**src/rtl/alu_cmd_sequencer.sv**
```systemverilog
// Command sequencer for the 4-bit combinational ALU: buffers commands, issues them one at a time,
// and holds each result for a consumer. Optional accumulator chaining: `ALU_SEQ_ACC_CHAIN_EN.
module alu_cmd_sequencer #(
    parameter int FIFO_DEPTH = 4
) (
    input  logic                          clk,
    input  logic                          rst_n,
    input  logic                          cmd_valid,
    output logic                          cmd_ready,
    input  logic [3:0]                    cmd_a,
    input  logic [3:0]                    cmd_b,
    input  logic [2:0]                    cmd_op,
    input  logic                          cmd_chain,
    output logic [3:0]                    alu_a,
    output logic [3:0]                    alu_b,
    output logic [2:0]                    alu_control,
    input  logic [3:0]                    alu_result,
    output logic                          rsp_valid,
    input  logic                          rsp_ready,
    output logic [3:0]                    rsp_result,
    output logic [2:0]                    rsp_op,
    output logic                          busy,
    output logic [$clog2(FIFO_DEPTH):0]   cmd_count,
    output logic [1:0]                    dbg_state
);

    localparam int PW = $clog2(FIFO_DEPTH);
    localparam int CW = PW + 1;

    // Handshakes: a transfer happens on a rising edge where valid and ready are both high;
    // valid never waits for ready, and rsp_* stay frozen while rsp_valid is high and unaccepted.
    typedef enum logic [1:0] {
        S_IDLE  = 2'd0,
        S_ISSUE = 2'd1,
        S_RESP  = 2'd2
    } state_t;

    typedef struct packed {
        logic       chain;
        logic [2:0] op;
        logic [3:0] a;
        logic [3:0] b;
    } entry_t;

    state_t         state_q, state_d;
    entry_t         mem [FIFO_DEPTH];
    logic [PW-1:0]  wr_ptr_q, rd_ptr_q;
    logic [CW-1:0]  count_q;
    entry_t         head;
    logic           push, pop, capture, release_rsp;
    logic           fifo_nonempty;
    logic [3:0]     a_sel;

    assign fifo_nonempty = (count_q != '0);
    assign cmd_ready     = (count_q != CW'(FIFO_DEPTH));
    assign push          = cmd_valid && cmd_ready;
    assign head          = mem[rd_ptr_q];
    assign busy          = (state_q != S_IDLE) || fifo_nonempty;
    assign cmd_count     = count_q;
    assign dbg_state     = state_q;

`ifdef ALU_SEQ_ACC_CHAIN_EN
    logic [3:0] acc_q;

    assign a_sel = head.chain ? acc_q : head.a;

    // The accumulator follows every captured result, chained or not.
    always_ff @(posedge clk) begin
        if (!rst_n) begin
            acc_q <= 4'd0;
        end else if (capture) begin
            acc_q <= alu_result;
        end
    end
`else
    logic unused_chain;

    assign a_sel        = head.a;
    assign unused_chain = head.chain;
`endif

    always_comb begin
        state_d     = state_q;
        pop         = 1'b0;
        capture     = 1'b0;
        release_rsp = 1'b0;
        case (state_q)
            S_IDLE: begin
                if (fifo_nonempty) begin
                    pop     = 1'b1;
                    state_d = S_ISSUE;
                end
            end
            S_ISSUE: begin
                capture = 1'b1;
                state_d = S_RESP;
            end
            S_RESP: begin
                if (rsp_valid && rsp_ready) begin
                    release_rsp = 1'b1;
                    if (fifo_nonempty) begin
                        pop     = 1'b1;
                        state_d = S_ISSUE;
                    end else begin
                        state_d = S_IDLE;
                    end
                end
            end
            default: state_d = S_IDLE;
        endcase
    end

    always_ff @(posedge clk) begin
        if (!rst_n) begin
            state_q <= S_IDLE;
        end else begin
            state_q <= state_d;
        end
    end

    // Storage needs no reset: occupancy and pointers alone decide what is valid.
    always_ff @(posedge clk) begin
        if (push) begin
            mem[wr_ptr_q] <= '{chain: cmd_chain, op: cmd_op, a: cmd_a, b: cmd_b};
        end
    end

    always_ff @(posedge clk) begin
        if (!rst_n) begin
            wr_ptr_q <= '0;
            rd_ptr_q <= '0;
            count_q  <= '0;
        end else begin
            if (push) begin
                wr_ptr_q <= wr_ptr_q + PW'(1);
            end
            if (pop) begin
                rd_ptr_q <= rd_ptr_q + PW'(1);
            end
            case ({push, pop})
                2'b10:   count_q <= count_q + CW'(1);
                2'b01:   count_q <= count_q - CW'(1);
                default: count_q <= count_q;
            endcase
        end
    end

    // Operand registers hold the last issued command so the ALU inputs stay quiet while idle.
    always_ff @(posedge clk) begin
        if (!rst_n) begin
            alu_a       <= 4'd0;
            alu_b       <= 4'd0;
            alu_control <= 3'd0;
        end else if (pop) begin
            alu_a       <= a_sel;
            alu_b       <= head.b;
            alu_control <= head.op;
        end
    end

    always_ff @(posedge clk) begin
        if (!rst_n) begin
            rsp_valid  <= 1'b0;
            rsp_result <= 4'd0;
            rsp_op     <= 3'd0;
        end else if (capture) begin
            rsp_valid  <= 1'b1;
            rsp_result <= alu_result;
            rsp_op     <= alu_control;
        end else if (release_rsp) begin
            rsp_valid  <= 1'b0;
        end
    end

endmodule

```
**config.mk**
```make
export PLATFORM = sky130hd
export DESIGN_NAME = alu_cmd_sequencer
export DESIGN_NICKNAME = d
export VERILOG_FILES = /design/src/rtl/alu_cmd_sequencer.sv
export SDC_FILE = /design/constraint.sdc
export NUM_CORES = 1
export LEC_CHECK = 0
export CORE_ASPECT_RATIO = 2
export CORE_MARGIN = 4
export CORE_UTILIZATION = 30
export DETAILED_ROUTE_END_ITERATION = 6
export PLACE_DENSITY = 0.49
export SKIP_CTS_REPAIR_TIMING = 1
export SYNTH_ARGS = -nofsm -noshare
export SYNTH_HDL_FRONTEND = slang
export SYNTH_SLANG_ARGS = --single-unit
```
**constraint.sdc**
```tcl
create_clock -name clk -period 2.05 [get_ports clk]
set_input_delay 0.41 -clock clk [delete_from_list [all_inputs] [get_ports clk]]
set_output_delay 0.41 -clock clk [all_outputs]
set_load 0.1 [all_outputs]
```
==> impl_metrics.csv <==
group,metric,value,unit
sta,clock_skew,0.00476,ns
sta,hold_viol_final,0,
sta,fmax,523,MHz
placed_design,pre_cts_ws,-0.319,ns
drt,drt_iter0_drc,73,
sta,relSlewSlack,0.563,
floorplan,initial_utilization,0.309,
sta,tightest_slew,0.650,ns
cells_and_area,layout-drive-gt1-share,0.343,
global_route,grt-ovfl-total,0,
cells_and_area,final_cell_mix,"edfxtp_1, buf_4, dfxtp_1, clkdlybuf4s50_1, nand2_1",
synthesis,synthArstFlopShare,0,
synthesis,syn_inst,188,
drt,wl_per_cell,15.1,um
worst_setup_path,crit_start,"cmd_count[0]",
drt,route.final.wire_length,5.70,mm
synthesis,syn_area,0.00292,mm2
synthesis,synth.area.mux_share,0.100,
synthesis,synth.distinct_cells,37,
floorplan,fp.dieArea,0.0115,mm2
worst_setup_path,r2r-start,"cmd_count[0]",
synthesis,synth-compound-area-share,0.105,
global_route,grt_antenna_before_repair,0,
clocking,clk_latency,0.33,ns
worst_setup_path,reg2regPathDepth,7,
run_status,status,"complete, no violations",
synthesis,syn_avg_cell_area,15.5,um2
clocking,clock-sinks,72,
sta,period_share,0.934,
worst_setup_path,r2r-end,"cmd_count[2]",
synthesis,syn_nets,214,
floorplan,die_w,77.8,um
placed_design,globalplace.congestion,0.655,
floorplan,die_h,148,um
global_route,grt_max_degree,21,
cells_and_area,regArea,0.00190,mm2
clocking,numCtsBuffers,9,
global_route,grt_usage,0.106,
worst_setup_path,crit_required,1.64,ns
cells_and_area,multiInputGateArea,966,um2
worst_setup_path,cp-start-kind,"register",
worst_setup_path,crit_fanout,14,
worst_setup_path,endpoint,"busy",
synthesis,synth_simple_gate_area_frac,0.0789,
cells_and_area,diodes,0,
synthesis,synth-xor-area-share,0.00600,
sta,finalWorstPathRequiredPeriod,1.91,ns
worst_setup_path,regToRegSetupSlack,0.15,ns
sta,holdWs,0.451,ns
synthesis,synthFlopType,"edfxtp_1",
cells_and_area,fillers,914,
floorplan,io_pins,46,
drt,drc_errors,0,
synthesis,synth-edff-count,44,
worst_setup_path,worstPathArrival,1.50,ns
global_route,first_global_vias,1757,
drt,dr.pass1.iters,4,
floorplan,rows,50,
placed_design,dp.cells,362,
worst_setup_path,path_class,"register to output pin",
clocking,cts-root-buf,"clkbuf_16",
placed_design,numPortBuffers,44,
cells_and_area,final_common_cell,"edfxtp_1",
clocking,cts_tree,"done",
drt,avgViaCountPerCell,4.56,
worst_setup_path,endpoint_kind,"output pin",
synthesis,synth_seq_cells,72,
clocking,clk_path_buf_depth,2,
synthesis,synth_top_family_by_area,"compound AO/OA/AOI/OAI gates",
cells_and_area,utilization,0.408,
cells_and_area,finalNetCount,269,
worst_hold_path,hold_class,"register to register",
cells_and_area,syn_to_final_growth,32.1,%
sta,rsz0062_at_grt,"false",
drt,via_count,1722,
synthesis,ys_seq_area_frac,0.645,
synthesis,synthAdderAreaFrac,0.0283,
synthesis,ys_warn_count,0,
clocking,ctsHtreeMaxLevel,3,
drt,ant_nets,0,
cells_and_area,fin_cells,378,
job,maxCapViolCount,0,
global_route,grt_pass1_wl,9.05,mm
floorplan,fp.coreArea,0.00945,mm2
sta,drv_slew,0,
clocking,clk_pin_slew,0.06,ns
sta,setup-violations-final,0,
sta,layout_setup_ws,0.136,ns
[stage by stage]
step,TNS (ns),area (um2)
finish,0,3860
global route,0,3860
CTS,0,3850
detailed placement,-0.412,3560
global placement,-0.407,3560
floorplan,-0.195,2990
[worst min-delay path by stage]
stage	startpoint	end	slack [ns]	cells past startpoint
finish	rsp_result[0]	rsp_result[0]	0.45	2
detailed placement	rsp_result[0]	rsp_result[0]	0.45	2
CTS	rsp_result[0]	rsp_result[0]	0.46	2
global route	rsp_ready	rsp_valid	0.48	3
floorplan	cmd_b[0]	mem[0][0]	0.51	0
global placement	rsp_result[0]	rsp_result[0]	0.44	2
[sequential cells by signal, indices dropped and copies added (netlist names)]
signal,flops
cmd_count,3
wr_ptr_q,2
dbg_state,2
rsp_result,4
rsp_op,3
rd_ptr_q,2
alu_b,4
alu_control,3
alu_a,4
mem,44
rsp_valid,1
[metal layers]
metal  routed length, um  global-route usage  up-vias
met5                   0                   0        -
met4                 141              0.0615        0
met3                 287              0.0354       13
met2                3170               0.191       46
met1                2100               0.103      828
li1                    -                   -      835
[synthesized netlist by cell type (2+ instances only)]
master	count	share of area
inv_1	3	0.0039
ha_1	5	0.021
mux4_2	7	0.054
buf_2	2	0.0034
nand2b_1	3	0.0064
a21oi_2	2	0.0060
a21oi_1	8	0.014
o311a_1	11	0.038
dfxtp_1	28	0.19
nor2_1	5	0.0064
buf_4	3	0.0077
and3_2	4	0.010
a21o_1	13	0.033
mux4_1	4	0.036
buf_1	2	0.0026
clkbuf_1	3	0.0039
buf_6	2	0.0077
nand3_1	2	0.0034
edfxtp_1	44	0.45
nand2_1	18	0.023
mux2i_1	3	0.010
[cells by family after synthesis]
family	Yosys count
buffers and inverters	17
AOI/OAI and AO/OA	38
xor gates and xnor gates	2
and+or+nand+nor	39
adders and majority gates	6
muxes	14
DFF	72
[critical path, cell delays in order, from the launching register on]
cell     delay (ns)
dfxtp_4        0.37
nor3_4         0.26
buf_4          0.28
nand2_2        0.09
buf_12         0.17
[layout make-up]
| class | count | share of cell area |
|---|---|---|
| clock buffers | 9 | 0.0584 |
| clock inverters | 7 | 0.0188 |
| inverters | 4 | 0.00389 |
| multi-input cells | 99 | 0.250 |
| flip-flops and latches | 72 | 0.493 |
| well taps | 130 | 0.0422 |
| repair buffers | 57 | 0.133 |
Power is not shown: default switching activity piles up to over one toggle a cycle in this logic, so the estimate is an artifact.
